==> config.mk <==
export PLATFORM = sky130hd
export DESIGN_NAME = mbldcm_startup_sequencer_flat
export DESIGN_NICKNAME = d
export VERILOG_FILES = /design/src/rtl/mbldcm_startup_sequencer_if.sv /design/src/rtl/mbldcm_startup_sequencer.sv /design/src/flat_wrapper.sv
export SDC_FILE = /design/constraint.sdc
export NUM_CORES = 1
export LEC_CHECK = 0
export CORE_AREA = 5 5 195 197
export CTS_CLUSTER_SIZE = 24
export DETAILED_ROUTE_END_ITERATION = 6
export DIE_AREA = 0 0 200 202
export GPL_TIMING_DRIVEN = 0
export PLACE_DENSITY = 0.79
export SYNTH_ARGS = -nofsm -noshare
export SYNTH_HDL_FRONTEND = slang
export SYNTH_SLANG_ARGS = --single-unit
export TNS_END_PERCENT = 50
==> constraint.sdc <==
create_clock -name iClock -period 10 [get_ports iClock]
set_input_delay 3 -clock iClock [delete_from_list [all_inputs] [get_ports iClock]]
set_output_delay 3 -clock iClock [all_outputs]
set_load 0.05 [all_outputs]
==> src/rtl/mbldcm_startup_sequencer_if.sv <==
// Control and status bundle between the startup sequencer and its supervisor.
// The supervisor drives the requests and configuration; the sequencer drives the motor-core controls.
interface mbldcm_startup_sequencer_if #(
  parameter int unsigned pDutyWidth = 33
);
  logic                  iStart;
  logic                  iStopReq;
  logic                  iAbort;
  logic [31:0]           iStartDiv;
  logic [31:0]           iTargetDiv;
  logic [31:0]           iDivStep;
  logic [pDutyWidth-1:0] iAlignDuty;
  logic [pDutyWidth-1:0] iRunDuty;
  logic [15:0]           iStepInterval;

  logic                  oEnable;
  logic                  oStop;
  logic [31:0]           oDiv;
  logic [pDutyWidth-1:0] oDuty;
  logic [2:0]            oPhaseUpdate;
  logic                  oLatchPhaseUpdate;
  logic [2:0]            oState;
  logic                  oAtSpeed;

  modport master (
    output iStart, iStopReq, iAbort, iStartDiv, iTargetDiv, iDivStep,
    output iAlignDuty, iRunDuty, iStepInterval,
    input  oEnable, oStop, oDiv, oDuty, oPhaseUpdate, oLatchPhaseUpdate, oState, oAtSpeed
  );

  modport slave (
    input  iStart, iStopReq, iAbort, iStartDiv, iTargetDiv, iDivStep,
    input  iAlignDuty, iRunDuty, iStepInterval,
    output oEnable, oStop, oDiv, oDuty, oPhaseUpdate, oLatchPhaseUpdate, oState, oAtSpeed
  );
endinterface

==> src/rtl/mbldcm_startup_sequencer.sv <==
// Brushless motor startup sequencer: rotor alignment, divider ramp to target speed, run, and a
// controlled coast-down of the duty. All outputs are registered.
module mbldcm_startup_sequencer #(
  parameter int unsigned pDutyWidth   = 33,
  parameter int unsigned pAlignCycles = 32'd100000
) (
  input logic                        iClock,
  input logic                        iReset,
  mbldcm_startup_sequencer_if.slave  bus
);

  typedef enum logic [2:0] {
    StIdle  = 3'd0,
    StAlign = 3'd1,
    StRamp  = 3'd2,
    StRun   = 3'd3,
    StCoast = 3'd4
  } state_e;

  localparam logic [31:0] AlignLast = (pAlignCycles == 0) ? 32'd0 : 32'(pAlignCycles - 1);
  localparam logic [pDutyWidth-1:0] DutyOne = pDutyWidth'(1);

  state_e                stateQ, stateD;
  logic                  enableQ, enableD;
  logic                  stopQ, stopD;
  logic [31:0]           divQ, divD;
  logic [pDutyWidth-1:0] dutyQ, dutyD;
  logic [2:0]            phaseQ, phaseD;
  logic                  latchQ, latchD;
  logic                  atSpeedQ, atSpeedD;
  logic [15:0]           timerQ, timerD;
  logic [31:0]           alignCntQ, alignCntD;

  logic [31:0]           shStartDivQ, shStartDivD;
  logic [31:0]           shTargetDivQ, shTargetDivD;
  logic [31:0]           shDivStepQ, shDivStepD;
  logic [pDutyWidth-1:0] shAlignDutyQ, shAlignDutyD;
  logic [pDutyWidth-1:0] shRunDutyQ, shRunDutyD;
  logic [15:0]           shIntervalQ, shIntervalD;

  logic [15:0] interval;
  logic [31:0] step;
  logic [31:0] rampGap;
  logic        timerDone;

  // Zero interval or step would stall the sequence, so both are treated as 1.
  assign interval  = (shIntervalQ == 16'd0) ? 16'd1 : shIntervalQ;
  assign step      = (shDivStepQ == 32'd0) ? 32'd1 : shDivStepQ;
  assign timerDone = (timerQ >= (interval - 16'd1));
  assign rampGap   = divQ - shTargetDivQ;

  always_comb begin
    stateD       = stateQ;
    enableD      = enableQ;
    stopD        = stopQ;
    divD         = divQ;
    dutyD        = dutyQ;
    phaseD       = phaseQ;
    latchD       = 1'b0;
    atSpeedD     = atSpeedQ;
    timerD       = timerQ;
    alignCntD    = alignCntQ;
    shStartDivD  = shStartDivQ;
    shTargetDivD = shTargetDivQ;
    shDivStepD   = shDivStepQ;
    shAlignDutyD = shAlignDutyQ;
    shRunDutyD   = shRunDutyQ;
    shIntervalD  = shIntervalQ;

    if (bus.iAbort) begin
      stateD   = StIdle;
      enableD  = 1'b0;
      stopD    = 1'b1;
      dutyD    = '0;
      atSpeedD = 1'b0;
    end else if (bus.iStopReq && (stateQ inside {StAlign, StRamp, StRun})) begin
      stateD   = StCoast;
      stopD    = 1'b0;
      atSpeedD = 1'b0;
    end else begin
      case (stateQ)
        StIdle: begin
          if (bus.iStart) begin
            shStartDivD  = bus.iStartDiv;
            shTargetDivD = bus.iTargetDiv;
            shDivStepD   = bus.iDivStep;
            shAlignDutyD = bus.iAlignDuty;
            shRunDutyD   = bus.iRunDuty;
            shIntervalD  = bus.iStepInterval;
            stateD       = StAlign;
            enableD      = 1'b1;
            stopD        = 1'b1;
            dutyD        = bus.iAlignDuty;
            phaseD       = 3'd0;
            latchD       = 1'b1;
          end
        end
        StAlign: begin
          dutyD = shAlignDutyQ;
          if (alignCntQ >= AlignLast) begin
            stateD = StRamp;
            stopD  = 1'b0;
            dutyD  = shRunDutyQ;
            divD   = (shStartDivQ > shTargetDivQ) ? shStartDivQ : shTargetDivQ;
          end else begin
            alignCntD = alignCntQ + 32'd1;
          end
        end
        StRamp: begin
          if (divQ == shTargetDivQ) begin
            stateD   = StRun;
            atSpeedD = 1'b1;
          end else if (timerDone) begin
            // Saturate at the target instead of stepping past it.
            divD   = (rampGap <= step) ? shTargetDivQ : (divQ - step);
            timerD = '0;
          end else begin
            timerD = timerQ + 16'd1;
          end
        end
        StRun: begin
          atSpeedD = 1'b1;
        end
        StCoast: begin
          if (dutyQ == '0) begin
            stateD  = StIdle;
            enableD = 1'b0;
            stopD   = 1'b1;
          end else if (timerDone) begin
            dutyD  = dutyQ - DutyOne;
            timerD = '0;
          end else begin
            timerD = timerQ + 16'd1;
          end
        end
        default: begin
          stateD  = StIdle;
          enableD = 1'b0;
          stopD   = 1'b1;
          dutyD   = '0;
        end
      endcase
    end

    if (stateD != stateQ) begin
      timerD    = '0;
      alignCntD = '0;
    end
  end

  always_ff @(posedge iClock) begin
    if (iReset) begin
      stateQ       <= StIdle;
      enableQ      <= 1'b0;
      stopQ        <= 1'b1;
      divQ         <= '0;
      dutyQ        <= '0;
      phaseQ       <= '0;
      latchQ       <= 1'b0;
      atSpeedQ     <= 1'b0;
      timerQ       <= '0;
      alignCntQ    <= '0;
      shStartDivQ  <= '0;
      shTargetDivQ <= '0;
      shDivStepQ   <= '0;
      shAlignDutyQ <= '0;
      shRunDutyQ   <= '0;
      shIntervalQ  <= '0;
    end else begin
      stateQ       <= stateD;
      enableQ      <= enableD;
      stopQ        <= stopD;
      divQ         <= divD;
      dutyQ        <= dutyD;
      phaseQ       <= phaseD;
      latchQ       <= latchD;
      atSpeedQ     <= atSpeedD;
      timerQ       <= timerD;
      alignCntQ    <= alignCntD;
      shStartDivQ  <= shStartDivD;
      shTargetDivQ <= shTargetDivD;
      shDivStepQ   <= shDivStepD;
      shAlignDutyQ <= shAlignDutyD;
      shRunDutyQ   <= shRunDutyD;
      shIntervalQ  <= shIntervalD;
    end
  end

  assign bus.oState            = stateQ;
  assign bus.oEnable           = enableQ;
  assign bus.oStop             = stopQ;
  assign bus.oDiv              = divQ;
  assign bus.oDuty             = dutyQ;
  assign bus.oPhaseUpdate      = phaseQ;
  assign bus.oLatchPhaseUpdate = latchQ;
  assign bus.oAtSpeed          = atSpeedQ;

endmodule

==> src/flat_wrapper.sv <==
// flat-port wrapper written by rule: the top's interface ports become plain ports
module mbldcm_startup_sequencer_flat 
#(
  parameter int unsigned pDutyWidth   = 33,
  parameter int unsigned pAlignCycles = 32'd100000
)
  (iClock, iReset, bus_iStart, bus_iStopReq, bus_iAbort, bus_iStartDiv, bus_iTargetDiv, bus_iDivStep, bus_iAlignDuty, bus_iRunDuty, bus_iStepInterval, bus_oEnable, bus_oStop, bus_oDiv, bus_oDuty, bus_oPhaseUpdate, bus_oLatchPhaseUpdate, bus_oState, bus_oAtSpeed);
  mbldcm_startup_sequencer_if #(.pDutyWidth(pDutyWidth)) bus_i ();
  input logic iClock;
  input logic iReset;
  input wire logic [$bits(bus_i.iStart)-1:0] bus_iStart;
  input wire logic [$bits(bus_i.iStopReq)-1:0] bus_iStopReq;
  input wire logic [$bits(bus_i.iAbort)-1:0] bus_iAbort;
  input wire logic [$bits(bus_i.iStartDiv)-1:0] bus_iStartDiv;
  input wire logic [$bits(bus_i.iTargetDiv)-1:0] bus_iTargetDiv;
  input wire logic [$bits(bus_i.iDivStep)-1:0] bus_iDivStep;
  input wire logic [$bits(bus_i.iAlignDuty)-1:0] bus_iAlignDuty;
  input wire logic [$bits(bus_i.iRunDuty)-1:0] bus_iRunDuty;
  input wire logic [$bits(bus_i.iStepInterval)-1:0] bus_iStepInterval;
  output wire logic [$bits(bus_i.oEnable)-1:0] bus_oEnable;
  output wire logic [$bits(bus_i.oStop)-1:0] bus_oStop;
  output wire logic [$bits(bus_i.oDiv)-1:0] bus_oDiv;
  output wire logic [$bits(bus_i.oDuty)-1:0] bus_oDuty;
  output wire logic [$bits(bus_i.oPhaseUpdate)-1:0] bus_oPhaseUpdate;
  output wire logic [$bits(bus_i.oLatchPhaseUpdate)-1:0] bus_oLatchPhaseUpdate;
  output wire logic [$bits(bus_i.oState)-1:0] bus_oState;
  output wire logic [$bits(bus_i.oAtSpeed)-1:0] bus_oAtSpeed;
  assign bus_i.iStart = bus_iStart;
  assign bus_i.iStopReq = bus_iStopReq;
  assign bus_i.iAbort = bus_iAbort;
  assign bus_i.iStartDiv = bus_iStartDiv;
  assign bus_i.iTargetDiv = bus_iTargetDiv;
  assign bus_i.iDivStep = bus_iDivStep;
  assign bus_i.iAlignDuty = bus_iAlignDuty;
  assign bus_i.iRunDuty = bus_iRunDuty;
  assign bus_i.iStepInterval = bus_iStepInterval;
  assign bus_oEnable = bus_i.oEnable;
  assign bus_oStop = bus_i.oStop;
  assign bus_oDiv = bus_i.oDiv;
  assign bus_oDuty = bus_i.oDuty;
  assign bus_oPhaseUpdate = bus_i.oPhaseUpdate;
  assign bus_oLatchPhaseUpdate = bus_i.oLatchPhaseUpdate;
  assign bus_oState = bus_i.oState;
  assign bus_oAtSpeed = bus_i.oAtSpeed;
  mbldcm_startup_sequencer #(.pDutyWidth(pDutyWidth), .pAlignCycles(pAlignCycles)) u_core (.iClock(iClock), .iReset(iReset), .bus(bus_i));
endmodule
* After elaboration in Yosys (flattened, before gate mapping)
Index checks and enable logic that the tools add are counted.
** Operators by class
- Add/subtract/negate cells :: 6
- Mux-type cells :: 34
- Bitwise operators :: 6
- Reduce and logical (&&, ||, !) cells :: 23
- $lt $le $gt $ge :: 4
- Eq/ne operators :: 18
** Operators with widths (count)
- 2-to-1 mux 32 bit :: 6
- 2-to-1 mux 33 bit :: 4
- case mux 33 bit (4 select lines) :: 1
- 2-to-1 mux 16 bit :: 4
- case mux 32 bit (2 select lines) :: 1
- subtractor 32 bit :: 2
- logical NOT 33 bit :: 1
- subtractor 33 x 1 -> 33 bit (second input constant) :: 1
- adder 32 x 1 -> 32 bit (second input constant) :: 1
- equality test 32 bit :: 1
- greater-or-equal comparator 32 x 17 -> 1 bit (second input constant) :: 1
- > comparator 32 bit :: 1
- less-or-equal comparator 32 bit :: 1
- logical NOT 32 bit :: 1
- case mux 16 bit (2 select lines) :: 1
- 2-to-1 mux 3 bit :: 6
- adder 16 x 1 -> 16 bit (second input constant) :: 1
- greater-or-equal comparator 16 bit :: 1
- logical NOT 16 bit :: 1
- AND reduction 4 bit :: 4
- subtractor 16 x 1 -> 16 bit (second input constant) :: 1
- case mux 3 bit (5 select lines) :: 1
- != test 2 bit (second input constant) :: 5
- AND reduction 5 bit :: 2
- 22 further kinds :: 42
** Word-level totals
- Output and inout bits :: 75
- Bits in registers :: 298
- Input port bits :: 183

* Longest topological paths before layout
- Depth after elaboration :: 7
- Depth in mapped cells :: 24
- Depth with buffers taken out :: 23

* Worst setup path after synthesis
OpenSTA, ideal clock, no wires.
- Kind :: register to register
- From :: register u_core.divQ[0], in the netlist u_core.bus.oDiv[0]
- To :: register u_core.divQ[4], in the netlist u_core.bus.oDiv[4]
- Arrival :: 5.500 ns
- Buffers on the path :: 2
- Cell stages (with the launch flop) :: 25
- Library setup time :: 0.070 ns
- Setup slack :: 4.430 ns
- Data required time :: 9.930 ns
- Path through :: dfxtp_1 -> inv_1 -> ha_1 -> inv_1 -> fa_1 -> a21o_1 -> a21oi_1 -> o221a_2 -> o311a_1 -> o311ai_0 -> a21oi_1 -> o31ai_1 -> a21oi_1 -> xnor2_1 -> ha_1 -> nand4_1 -> nor3_1 -> nor4b_1 -> nand3_1 -> o211ai_1 -> clkbuf_1 -> clkbuf_1 -> o22ai_1 -> a311o_1 -> a21oi_1
** On the way
- Cells in the longest elaborated chain, start to end :: 6
- Elaborated cells on any way between the ends :: 10
- Classes of those cells :: add/sub (2); order compare (1); eq/ne (2); mux (4); reduce/logical (1)
** Ends and longest elaborated chain
- start, declared :: RTL line mbldcm_startup_sequencer.sv:26 : logic [31:0] divQ, divD;
- start signal, assigned :: RTL line mbldcm_startup_sequencer.sv:173 : divQ <= divD;
- subtractor 32 bit :: RTL line mbldcm_startup_sequencer.sv:50 : assign rampGap = divQ - shTargetDivQ;
- less-or-equal comparator 32 bit :: RTL line mbldcm_startup_sequencer.sv:115 : divD = (rampGap <= step) ? shTargetDivQ : (divQ - step);
- 2-to-1 mux 32 bit :: RTL line mbldcm_startup_sequencer.sv:115
- 2-to-1 mux 32 bit :: RTL line mbldcm_startup_sequencer.sv:113 : end else if (timerDone) begin
- 2-to-1 mux 32 bit :: RTL line mbldcm_startup_sequencer.sv:110 : if (divQ == shTargetDivQ) begin
- case mux 32 bit (2 select lines) :: RTL line mbldcm_startup_sequencer.sv:81 : case (stateQ)
Parallel ways exist; a longest one is shown, timed or not. The select of a mux whose other input is x is not followed.
A chain may end at the register's enable or synchronous reset.

* Worst setup path after layout
- From :: register u_core.divQ[0], in the netlist u_core.bus.oDiv[0]
- To :: register u_core.divQ[6], in the netlist u_core.bus.oDiv[6]
Same word-level chain as after synthesis.

==> metrics.yaml <==
status: "finished, final reports clean"
finalCritPeriodShare: 0.7469
fp.dieArea_um2: 40400
maxSlewViolCount: 0
syn-cell-area_um2: 17830
row_count: 70
overflow: 0
peakVddDrop_v: 0.0001679
fin_crit_ns: 7.469
dp_cells: 3070
hold_viol: 0
finalNetCount: 2969
mostFrequentLayoutCells: "nand2_1 (491), a21oi_1 (335), dfxtp_1 (298)"
power_uw: 3668
finalSetupViolCount: 0
start_util: 0.4940
wl_per_cell_um: 20.22
grt_pass1_vias: 17670
cp_max_fo: 10
holdBufCountCts: 0
hold_path_class: "reg2reg"
first_pass_iters: 7
worst_slew_pin_slew_ns: 1.161
root_buffer: "clkbuf_16"
portBuffers: 252
synth_xor_area_frac: 0.05060
synth_cell_types: 78
cts_setup_buffers: 0
crit_top_cell: "a21oi_1"
fin_tns_setup_ns: 0
grt.total_usage: 0.2987
synthMuxAreaShare: 0.02295
async_flop_share: 0
synth_seq_cells: 298
rsz0062_at_grt: "false"
yosysSeqAreaShare: 0.3346
clk_path_buf_depth: 3
fp.coreArea_um2: 36080
clkTransAtPathRegs_ns: 0.07
worst_clock_skew_ns: 0.01506
dp_hpwl_um: 49820
cts_tree: "built"
dieHeight_um: 202
synth_edf_count: 0
endpoint_kind: "flop"
powerDensity_nw_per_um2: 165.9
required_ns: 10.47
start_kind: "flop"
drt-initial-drc-count: 1670
postSynthCellCount: 2348
vias_per_cell: 5.848
cpLargestDelayFamily: "compound AO/OA/AOI/OAI gates"
ctsResizeCount: 0
slowest_delay_ns: 0.85
grt_max_degree: 14
n_fill_cell: 3219
final_cells: 3132
maxCapViolations: 0
die_width_um: 200
max_freq_ghz: 0.1339
grt_pass1_wl_um: 96220
crit_chain: "inv_1, ha_1, inv_1, fa_1, a21o_1, a21oi_1, o221a_2, o311a_1, o311ai_0, a21oi_1, o31ai_1, a21oi_1, xnor2_1, ha_1, nand4_1, nor3_1, nor4b_1, nand3_1, o211ai_1, clkbuf_1, clkbuf_1, o22ai_1, a311o_1, a21oi_1"
avgSynthCellArea_um2: 7.592
final_common_cell: "nand2_1"
synth_warnings: 0
io-pin-count: 258
cts_buffers: 34
vias: 18320
finish.utilization: 0.6127
cts_sinks: 298
synth-compound-area-share: 0.2142
drc: 0
whs_ns: 0.4555
slew_headroom: 0.2201
critPathKind: "reg2reg"
htreeDepth: 2
clock_latency_ns: 0.55
yosys.area_share.simple: 0.2233
synth_top_family_by_area: "simple AND/OR/NAND/NOR gates"
synth-main-ff-cell: "dfxtp_1"
drtAntennaViolNets: 0
yosys.area_share.adder: 0.1047
antenna_found_initial: 2
critical_path_arrival_ns: 7.94
p_leak_uw: 0.008638
drive_gt1_frac: 0.03832
path_buf_inv: 4
place_congestion: 0.9932
cp_slowest_cell: "nor4b_1"
totalWireLength_um: 63330
syn2layout_area_growth_pct: 24.02
-- cells in the mapped netlist, drive strengths merged, types with 3 or more instances --
cell type / number / area, um2
nand2: 491 / 1843
a21oi: 335 / 1677
dfxtp: 298 / 5966
nor2: 172 / 655.6
ha: 146 / 1827
inv: 104 / 390.4
clkbuf: 102 / 382.9
o21ai: 68 / 340.3
xnor2: 60 / 525.5
xor2: 43 / 376.6
nor3: 36 / 180.2
o22ai: 36 / 225.2
mux2i: 33 / 330.3
nand3: 33 / 165.2
nor4: 27 / 183.9
a21o: 23 / 172.7
and2: 22 / 137.6
nand4: 21 / 131.4
a211oi: 20 / 150.1
buf: 20 / 102.6
and3: 16 / 100.1
o211ai: 16 / 120.1
a31oi: 15 / 93.84
nor2b: 14 / 87.58
o21bai: 14 / 105.1
or2: 14 / 87.58
or3: 13 / 81.33
o31ai: 11 / 82.58
a221oi: 10 / 87.58
nor3b: 9 / 72.57
o21a: 9 / 67.56
a311o: 8 / 80.08
o221ai: 8 / 70.07
or4: 8 / 67.56
a221o: 7 / 71.32
and4: 7 / 61.31
mux2: 7 / 78.83
a211o: 6 / 52.55
a21boi: 6 / 45.04
o22a: 6 / 52.55
o31a: 5 / 43.79
a22oi: 3 / 22.52
a311oi: 3 / 32.53
a32o: 3 / 30.03
nand3b: 3 / 22.52
-- routing by layer --
| metal | vias up | routed length [um] | global-route usage |
|---|---|---|---|
| li1 | 8802 | - | - |
| met1 | 8463 | 25260 | 0.3745 |
| met2 | 891 | 29370 | 0.4993 |
| met3 | 159 | 5786 | 0.05751 |
| met4 | 2 | 2902 | 0.1269 |
| met5 | - | 12 | 0 |
-- final timing paths --
check	start	to	slack, ns	cells after the start
max	u_core.bus.oDiv[0]	u_core.bus.oDiv[6]	2.53	24
max reg2reg	u_core.bus.oDiv[0]	u_core.bus.oDiv[6]	2.53	24
min reg2reg	u_core.shAlignDutyQ[29]	u_core.shAlignDutyQ[29]	0.46	2
min	u_core.shAlignDutyQ[29]	u_core.shAlignDutyQ[29]	0.46	2
-- tightest hold or removal path, stage by stage, from the launching register on --
cell and delay (ns):
dfxtp_1 0.31, nand2_1 0.05, a21oi_1 0.05
-- metrics by stage --
stage               area, um2  setup WS (ns)
floorplan               17830          4.430
global placement        20940          2.745
detailed placement      20940          2.603
CTS                     22100          2.559
global route            22110          2.143
finish                  22110          2.531
-- registers in the layout (all words and copies together) (netlist names), 3 cells and up --
signal,count
u_core.bus.oDuty,33
u_core.shAlignDutyQ,33
u_core.shRunDutyQ,33
u_core.alignCntQ,32
u_core.bus.oDiv,32
u_core.shDivStepQ,32
u_core.shStartDivQ,32
u_core.shTargetDivQ,32
u_core.shIntervalQ,16
u_core.timerQ,16
u_core.bus.oState,3
-- logic make-up (layout without fill, tap and decap cells) --
logic type / Yosys count / in the layout
simple gates: 898 / 898
compound gates: 633 / 633
flops: 298 / 298
buf+inv: 227 / 539
fa+ha+maj: 148 / 148
xor+xnor: 103 / 103
mux: 40 / 40
other cells: 1 / 5
-- area by class of cell --
cell class                      count  area, um2  area share
Multi-Input combinational cell   1825      10990      0.4971
Sequential cell                   298       5966      0.2698
Timing Repair Buffer              252       2522      0.1141
Clock buffer                       43      924.6     0.04182
Tap cell                          468      585.6     0.02649
Buffer                            122      485.5     0.02196
Inverter                          105      394.1     0.01783
Clock inverter                     17      236.5     0.01070
Antenna cell                        2      5.005   0.0002264
-- power by group --
group / leakage, uW / internal, uW / switching, uW / total, uW
combinational: 0.00565 / 432 / 640 / 1070
sequential: 0.00242 / 1230 / 44.8 / 1280
clock: 0.000564 / 789 / 528 / 1320
total: 0.00864 / 2460 / 1210 / 3670
(Power assumes the default switching activity.)
